[config.mk]
export PLATFORM = sky130hd
export DESIGN_NAME = div_seq
export DESIGN_NICKNAME = d
export VERILOG_FILES = /design/src/rtl/div_seq_pkg.sv /design/src/rtl/div_step.sv /design/src/rtl/div_seq.sv
export SDC_FILE = /design/constraint.sdc
export NUM_CORES = 1
export LEC_CHECK = 0
export CAP_MARGIN = 40
export CORE_ASPECT_RATIO = 0.9
export CORE_MARGIN = 3
export CORE_UTILIZATION = 41
export DETAILED_ROUTE_END_ITERATION = 10
export DONT_BUFFER_PORTS = 1
export PLACE_DENSITY_LB_ADDON = 0.05
export SETUP_SLACK_MARGIN = 0.1
export SLEW_MARGIN = 20
export SYNTH_ARGS = -nofsm -noshare
export SYNTH_HDL_FRONTEND = slang
export SYNTH_SLANG_ARGS = --single-unit
[constraint.sdc]
create_clock -name clk -period 8.98 [get_ports clk]
set_input_delay 0.898 -clock clk [delete_from_list [all_inputs] [get_ports clk]]
set_output_delay 0.898 -clock clk [all_outputs]
set_load 0.005 [all_outputs]
[src/rtl/div_seq_pkg.sv]
// Shared types and constants for the sequential divider.
package div_seq_pkg;

  localparam int unsigned DIV_DATA_W = 32;
  localparam int unsigned DIV_CNT_W  = 6;

  // Sequencer states; encoding is visible to debug and must stay fixed.
  typedef enum logic [1:0] {
    DIV_FREE   = 2'b00,
    DIV_BYZERO = 2'b01,
    DIV_ON     = 2'b10,
    DIV_END    = 2'b11
  } div_state_e;

  localparam logic DIV_RESULT_READY     = 1'b1;
  localparam logic DIV_RESULT_NOT_READY = 1'b0;

endpackage

[src/rtl/div_step.sv]
// One radix-2 restoring step: trial-subtract the divisor from the partial
// remainder and shift in the next quotient bit.
module div_step #(
  parameter int unsigned DATA_W = 32
) (
  input  logic [2*DATA_W:0] cur,
  input  logic [DATA_W-1:0] divisor,
  output logic [2*DATA_W:0] next_c
);

  logic [DATA_W:0] trial;

  // No borrow keeps the difference and sets the quotient bit, else plain shift.
  always_comb begin
    trial = cur[2*DATA_W:DATA_W] - {1'b0, divisor};
    if (!trial[DATA_W]) begin
      next_c = {trial[DATA_W-1:0], cur[DATA_W-1:0], 1'b1};
    end else begin
      next_c = {cur[2*DATA_W-1:0], 1'b0};
    end
  end

endmodule

[src/rtl/div_seq.sv]
// Multi-cycle signed/unsigned divider sequencer for the EX stage.
// Produces {remainder, quotient} one quotient bit per cycle and holds the
// pipeline through stallreq while iterating.
module div_seq
  import div_seq_pkg::*;
#(
  parameter int unsigned DATA_W = DIV_DATA_W,
  parameter int unsigned CNT_W  = DIV_CNT_W
) (
  input  logic                  clk,
  input  logic                  rst,
  input  logic                  start,
  input  logic                  signed_div,
  input  logic                  annul,
  input  logic [DATA_W-1:0]     opdata1,
  input  logic [DATA_W-1:0]     opdata2,
  output logic [2*DATA_W-1:0]   result,
  output logic                  ready,
  output logic                  stallreq
);

  localparam int unsigned DVD_W = 2 * DATA_W + 1;

  div_state_e          state_q, state_d;
  logic [CNT_W-1:0]    cnt_q, cnt_d;
  logic [DVD_W-1:0]    dividend_q, dividend_d;
  logic [DATA_W-1:0]   divisor_q, divisor_d;
  logic                neg_quot_q, neg_quot_d;
  logic                neg_rem_q, neg_rem_d;
  logic [2*DATA_W-1:0] result_q, result_d;
  logic                ready_q, ready_d;

  logic                op1_neg, op2_neg;
  logic [DATA_W-1:0]   op1_abs, op2_abs;
  logic [DVD_W-1:0]    step_next;
  logic [DATA_W-1:0]   quot_raw, rem_raw;
  logic [DATA_W-1:0]   quot_fix, rem_fix;

  // Operand magnitudes; the most negative value maps onto itself as unsigned.
  always_comb begin
    op1_neg = signed_div & opdata1[DATA_W-1];
    op2_neg = signed_div & opdata2[DATA_W-1];
    op1_abs = op1_neg ? (-opdata1) : opdata1;
    op2_abs = op2_neg ? (-opdata2) : opdata2;
  end

  div_step #(
    .DATA_W (DATA_W)
  ) u_step (
    .cur     (dividend_q),
    .divisor (divisor_q),
    .next_c  (step_next)
  );

  // Sign post-correction of the finished magnitude result.
  always_comb begin
    quot_raw = dividend_q[DATA_W-1:0];
    rem_raw  = dividend_q[2*DATA_W:DATA_W+1];
    quot_fix = neg_quot_q ? (-quot_raw) : quot_raw;
    rem_fix  = neg_rem_q  ? (-rem_raw)  : rem_raw;
  end

  // Next-state, work registers, result and stall request.
  always_comb begin
    state_d    = state_q;
    cnt_d      = cnt_q;
    dividend_d = dividend_q;
    divisor_d  = divisor_q;
    neg_quot_d = neg_quot_q;
    neg_rem_d  = neg_rem_q;
    result_d   = result_q;
    ready_d    = ready_q;
    stallreq   = 1'b0;

    case (state_q)
      DIV_FREE: begin
        ready_d = DIV_RESULT_NOT_READY;
        if (start && !annul) begin
          stallreq = 1'b1;
          if (opdata2 == '0) begin
            state_d = DIV_BYZERO;
          end else begin
            state_d    = DIV_ON;
            cnt_d      = '0;
            dividend_d = {{DATA_W{1'b0}}, op1_abs, 1'b0};
            divisor_d  = op2_abs;
            neg_quot_d = op1_neg ^ op2_neg;
            neg_rem_d  = op1_neg;
          end
        end
      end

      DIV_BYZERO: begin
        stallreq = 1'b1;
        if (annul) begin
          state_d = DIV_FREE;
        end else begin
          state_d  = DIV_END;
          result_d = '0;
          ready_d  = DIV_RESULT_READY;
        end
      end

      DIV_ON: begin
        stallreq = 1'b1;
        if (annul) begin
          state_d = DIV_FREE;
        end else if (cnt_q != CNT_W'(DATA_W)) begin
          dividend_d = step_next;
          cnt_d      = cnt_q + CNT_W'(1);
        end else begin
          state_d  = DIV_END;
          result_d = {rem_fix, quot_fix};
          ready_d  = DIV_RESULT_READY;
        end
      end

      DIV_END: begin
        if (!start || annul) begin
          state_d  = DIV_FREE;
          ready_d  = DIV_RESULT_NOT_READY;
          result_d = '0;
        end
      end

      default: begin
        state_d = DIV_FREE;
      end
    endcase
  end

  // State and datapath registers.
  always_ff @(posedge clk or negedge rst) begin
    if (!rst) begin
      state_q    <= DIV_FREE;
      cnt_q      <= '0;
      dividend_q <= '0;
      divisor_q  <= '0;
      neg_quot_q <= 1'b0;
      neg_rem_q  <= 1'b0;
      result_q   <= '0;
      ready_q    <= DIV_RESULT_NOT_READY;
    end else begin
      state_q    <= state_d;
      cnt_q      <= cnt_d;
      dividend_q <= dividend_d;
      divisor_q  <= divisor_d;
      neg_quot_q <= neg_quot_d;
      neg_rem_q  <= neg_rem_d;
      result_q   <= result_d;
      ready_q    <= ready_d;
    end
  end

  assign result = result_q;
  assign ready  = ready_q;

endmodule
==> results_dict.tcl, run 1 <==
set metrics [dict create \
    status "complete, no violations" \
    antenna_found_initial 0 \
    clockBufferDepth 2 \
    cts_setup_buffers 0 \
    cts_num_sinks 172 \
    synth_edf_count 0 \
    track_usage 0.2109 \
    fin_crit_sh 0.4408 \
    cap_violations 0 \
    drive_above_1_share 0.05485 \
    tritoncts "yes" \
    synth-seq-area-share 0.3804 \
    postRouteAntennaNets 0 \
    synthCells 1347 \
    drt-initial-drc-count 628 \
    cts_root_buffer "clkbuf_16" \
    async_reset_ff_frac 1.000 \
    rows 57 \
    yosysUniqueCellTypes 71 \
    ctsResizeCount 0 \
    rsz0062_at_grt "no" \
    power_mw 3.726 \
    critPathArrivalTime_ns 4.30 \
    max_stage_delay_ns 0.52 \
    grt_max_degree 173 \
    io_pins 135 \
    synth_area_um2 11310 \
    dr.pass1.iters 5 \
    cp-end-kind "flip-flop" \
    synth_top_area_cell "dfrtp_1" \
    synthTopCellsByCount "nand2_1, dfrtp_1, o21ai_0" \
    grt_pass1_vias 8767 \
    h-tree-depth 4 \
    cp_num_buf_inv 6 \
    critPathKind "flip-flop to flip-flop" \
    syn_nets 1460 \
    avgViaCountPerCell 5.558 \
    setup_viol 0 \
    start_kind "flip-flop" \
    wl_per_cell_um 18.36 \
    required_ns 9.32 \
    synthToLayoutAreaGrowth_pct 8.549 \
    cts_made_buffers 17 \
    yosysMostFrequentCell "nand2_1" \
    initial_core_util 0.4175 \
    powerDensity_nw_per_um2 303.4 \
    peakVddDrop_mv 0.1463 \
    ys_ff_latch 172 \
    crit_slowest_cell "buf_4" \
    drcViolationCount 0 \
    crit_path_frequent_cell "buf_4" \
    skew_ns 0.02062 \
    hold_viol_final 0 \
    cts_hold_buf 0 \
    fin_ws_ns 5.021 \
    overflow 0 \
    final_util 0.4531 \
    cp_max_fo 71 \
    syn_avg_cell_area_um2 8.399 \
    holdWs_ns 0.1402 \
    relSlewSlack 0.4653 \
    max_freq_mhz 252.6 \
    leakagePower_nw 5.251 \
    clkTransAtPathRegs_ns 0.09 \
    die-area_um2 29630 \
    final_max_slew_viol_count 0 \
    vias 9365 \
    crit_chain "inv_1, ha_2, buf_4, clkinv_1, buf_4, a31oi_1, a21oi_1, a211o_1, a21o_2, buf_4, buf_16, nor2_1, nand2_1, o221ai_1" \
    synth_top_area_share 0.3804 \
    finalNetCount 1431 \
    dp_slack_ns 4.588 \
    yosys-top-cells-area "dfrtp_1, xor2_1, nand2_1" \
    die_h_um 163.6 \
    grt_pass1_wl_um 50180 \
    tightest_slew_ns 0.8020 \
    routed_wirelength_um 30940 \
    gp_congestion 0.8417 \
    n_antenna_cell 0 \
    numPortBuffers 0 \
    synth_warnings 0 \
    die_x_um 181.1 \
    ys.flop_type "dfrtp_1" \
    fin_crit_ns 3.959 \
    core-area_um2 27100 \
    hpwl_um 23130 \
    clkLatencyLatePin_ns 0.45 \
    finalSetupTns_ns 0 \
    hold_class "primary input to asynchronous set/reset pin" \
    critPathTopFamily "buffers and inverters" \
]
[through the flow]
| stage | instance area (um^2) | cells |
|---|---|---|
| 2_1_floorplan | 11310 | 1347 |
| 4_1_cts | 12240 | 1683 |
| 6_report | 12280 | 1685 |
| 3_5_place_dp | 11610 | 1651 |
| 5_1_grt | 12280 | 1685 |
| 3_3_place_gp | 11560 | 1648 |
[kinds of logic (layout without fill, tap and decap cells)]
logic type      count (synthesis)  in the layout  synth area share
compound gates                405            405            0.2150
mux                            27             27           0.02433
buf+inv                       121            105           0.04391
simple gates                  434            434            0.1739
xor+xnor                      144            144            0.1131
fa+ha+maj                      44             44           0.04933
flops                         172            172            0.3804
[registers in the layout, summed over array words and instances (netlist names)]
| name | cells |
|---|---|
| cnt_q | 6 |
| dividend_q | 65 |
| divisor_q | 32 |
| neg_quot_q | 1 |
| neg_rem_q | 1 |
| ready | 1 |
| result | 64 |
| state_q | 2 |
[path summary, 6_finish.rpt]
path                            slack [ns]              startpoint  cells past startpoint                    endpoint
worst max-delay path                  5.02  state_q[0]$_DFFE_PN0P_                     14  dividend_q[60]$_DFFE_PN0P_
worst min-delay path                  0.14                     rst                      0      result[14]$_DFFE_PN0P_
worst max register to register        5.02  state_q[0]$_DFFE_PN0P_                     14  dividend_q[60]$_DFFE_PN0P_
worst min register to register        0.51  result[48]$_DFFE_PN0P_                      2      result[48]$_DFFE_PN0P_
max in group asynchronous             8.53                     rst                      0    divisor_q[2]$_DFFE_PN0P_
min in group clk                      0.51  result[48]$_DFFE_PN0P_                      2      result[48]$_DFFE_PN0P_
[power by group]
part	switching (mW)	total (mW)	internal, mW
Sequential	0.276	1.29	1.02
Clock	0.376	0.781	0.404
Combinational	1.04	1.65	0.607
Total	1.70	3.73	2.03
[cell usage in the layout, fill, tap and decap left out, types with 12 or more instances in the layout]
cell type / instances
nand2_1: 217
nor3_1: 19
clkbuf_16: 17
mux2i_1: 23
xnor2_1: 47
dfrtp_1: 172
nor2_1: 85
ha_1: 42
or3_1: 13
o21ai_1: 31
o41ai_1: 13
a21oi_1: 90
o31ai_1: 49
o21ai_0: 145
a21o_1: 12
inv_1: 58
nand3_1: 25
xor2_1: 96
[per-layer routing]
metal	wire length, um	track usage	vias up	share of wire
met4	191	0.04050	0	0.0062
met5	0	0	-	0
met3	2439	0.04654	11	0.079
met2	11570	0.2713	242	0.37
li1	-	-	4696	-
met1	16740	0.3513	4416	0.54
[final cells by class]
type | instances | area, um^2
clock inverter | 15 | 200.2
clock buffer | 17 | 425.4
fill | 2710 | 14820
timing repair buffer | 14 | 160.2
tap | 354 | 442.9
multi-input combinational | 1054 | 6526
sequential | 172 | 4304
inverter | 59 | 221.5
Power figures use the tool's default switching activity.
==> run 2, diff against run 1 <==
- clock period: 8.98 -> 3.3 ns (I/O delays scaled with it)
==> run 2 against run 1 <==
Effect of this change: via count increased by 1.3%; non-clock buffer count increased by 41; count of clock-buffer cells in the layout increased by 1; hold slack got worse by 0.56 ns; register-to-register slack got worse by 4.8 ns; the run now ends with hold timing left; utilization increased by 1.4 points; cell area increased by 3.0%; first-iteration DRC count increased by 7.3%; maximum frequency increased by 29%; routed wire length increased by 3.6%; critical path type unchanged; critical endpoint is now dividend_q[62]$_DFFE_PN0P_; die area unchanged; sequential power increased to 2.6 times the previous value.
==> results_dict.tcl, run 2 (same netlist as run 1, synthesis figures left out) <==
set metrics [dict create \
    track_usage 0.2150 \
    rows 57 \
    status "finished with violations" \
    cts_num_sinks 172 \
    most-common-layout-cells "nand2_1, dfrtp_1, o21ai_0, xor2_1, a21oi_1" \
    routed_wirelength_um 32050 \
    tritoncts "yes" \
    start_kind "flip-flop" \
    power_mw 10.32 \
    initial_core_util 0.4175 \
    clkLatencyLatePin_ns 0.44 \
    powerDensity_nw_per_um2 815.4 \
    max_stage_delay_ns 0.47 \
    holdWs_ns -0.4210 \
    relSlewSlack 0.4614 \
    cp_num_buf_inv 2 \
    h-tree-depth 4 \
    peakVddDrop_mv 0.5551 \
    final_max_slew_viol_count 0 \
    fin_crit_ns 3.073 \
    cap_violations 0 \
    vias 9489 \
    cts_root_buffer "clkbuf_16" \
    fin_crit_sh 0.9311 \
    clkTransAtPathRegs_ns 0.08 \
    hold_class "primary input to asynchronous set/reset pin" \
    largest_register_ffs 65 \
    critPathTopFamily "compound AO/OA/AOI/OAI gates" \
    numPortBuffers 0 \
    drive_above_1_share 0.08746 \
    cp_max_fo 6 \
    setup_viol 0 \
    die_h_um 163.6 \
    fin_ws_ns 0.2275 \
    required_ns 3.61 \
    gp_congestion 0.9408 \
    finalSetupTns_ns 0 \
    mostFrequentLayoutCell "nand2_1" \
    final_util 0.4669 \
    overflow 0 \
    clockBufferDepth 2 \
    skew_ns 0.01368 \
    grt_max_degree 173 \
    drt-initial-drc-count 674 \
    tightest_slew_ns 0.8049 \
    rsz0062_at_grt "no" \
    drcViolationCount 0 \
    wl_per_cell_um 18.57 \
    finalNetCount 1472 \
    grt_pass1_vias 8691 \
    postRouteAntennaNets 0 \
    n_antenna_cell 0 \
    core-area_um2 27100 \
    max_freq_mhz 325.5 \
    hold_viol_final 172 \
    antenna_found_initial 0 \
    grt_pass1_wl_um 50970 \
    dp_slack_ns 0.1024 \
    hpwl_um 23920 \
    cts_made_buffers 17 \
    crit_path_frequent_cell "buf_12" \
    die_x_um 181.1 \
    io_pins 135 \
    critPathKind "flip-flop to flip-flop" \
    die-area_um2 29630 \
    leakagePower_nw 5.482 \
    crit_slowest_cell "a2111o_1" \
    cp-end-kind "flip-flop" \
    top_register "dividend_q" \
    critPathArrivalTime_ns 3.38 \
    violations "hold timing" \
    dr.pass1.iters 5 \
    avgViaCountPerCell 5.498 \
    synthToLayoutAreaGrowth_pct 11.84 \
    crit_chain "ha_2, fa_2, nand2b_4, a21oi_2, o21bai_1, a2111o_1, nand3_2, a41o_4, xor2_4, buf_12, buf_12, nor3_1, a221o_1" \
]
## run 2: changes by cell type in the layout (fill, tap and decap cells not counted), moves of 2 or more
cell and delta:
buf_8 -2, clkinvlp_4 -2, inv_8 +2, o221ai_2 +2, buf_4 +38, o221ai_1 -2, buf_12 +4, clkbuf_16 +2
## run 2: final timing paths
check | from | slack [ns] | cells after the start | endpoint
max reg2reg | divisor_q[0]$_DFFE_PN0P_ | 0.23 | 13 | dividend_q[62]$_DFFE_PN0P_
min in group clk | opdata2[0] | 0.05 | 1 | divisor_q[0]$_DFFE_PN0P_
min reg2reg | result[39]$_DFFE_PN0P_ | 0.51 | 2 | result[39]$_DFFE_PN0P_
min | rst | -0.42 | 0 | result[18]$_DFFE_PN0P_
max | divisor_q[0]$_DFFE_PN0P_ | 0.23 | 13 | dividend_q[62]$_DFFE_PN0P_
max in group asynchronous | rst | 3.46 | 0 | divisor_q[11]$_DFFE_PN0P_
## run 2: metrics by stage
| stage | instances | hold WS, ns | area, um^2 |
|---|---|---|---|
| finish | 1726 | -0.4210 | 12650 |
| global route | 1726 | -0.4581 | 12650 |
| CTS | 1718 | -0.4461 | 12490 |
| detailed placement | 1686 | 0.03869 | 11890 |
| global placement | 1686 | 0.04038 | 11890 |
| floorplan | 1347 | 0.03441 | 11310 |
## run 2: per-layer routing
metal | up-vias | global-route usage | wire (um)
met5 | - | 0 | 0
met4 | 0 | 0.03981 | 267
met3 | 17 | 0.04988 | 2330
met2 | 269 | 0.2638 | 11670
met1 | 4428 | 0.3675 | 17780
li1 | 4775 | - | -
## run 2: worst register-to-register path: stages, from the launching register on
cell      delay (ns)
dfrtp_1         0.39
ha_2            0.19
fa_2            0.35
nand2b_4        0.15
a21oi_2         0.17
o21bai_1        0.11
a2111o_1        0.48
nand3_2         0.11
a41o_4          0.24
xor2_4          0.17
buf_12          0.14
buf_12          0.12
nor3_1          0.05
a221o_1         0.28
## run 2: layout make-up
cell class / instances / area, um^2
Clock buffer: 18 / 429.2
Clock inverter: 14 / 170.2
Fill cell: 2676 / 14450
Inverter: 59 / 221.5
Multi-Input combinational cell: 1054 / 6568
Sequential cell: 172 / 4304
Tap cell: 354 / 442.9
Timing Repair Buffer: 55 / 518.0
## run 2: timing repair
action / 4_1_cts / 5_1_grt
setup endpoints to repair: 1 / 26
cloned: 0 / 2
setup buffers: 0 / 4
pin swaps: 0 / 5
gates resized for setup: 1 / 7
hold endpoints to repair: 172 / 172
## run 2: power by group
part	internal (mW)	leakage, nW	total (mW)	switching, mW
Clock	1.03	0.291	2.05	1.02
Combinational	1.75	2.92	4.86	3.12
Sequential	2.77	2.27	3.41	0.637
Total	5.54	5.48	10.3	4.78
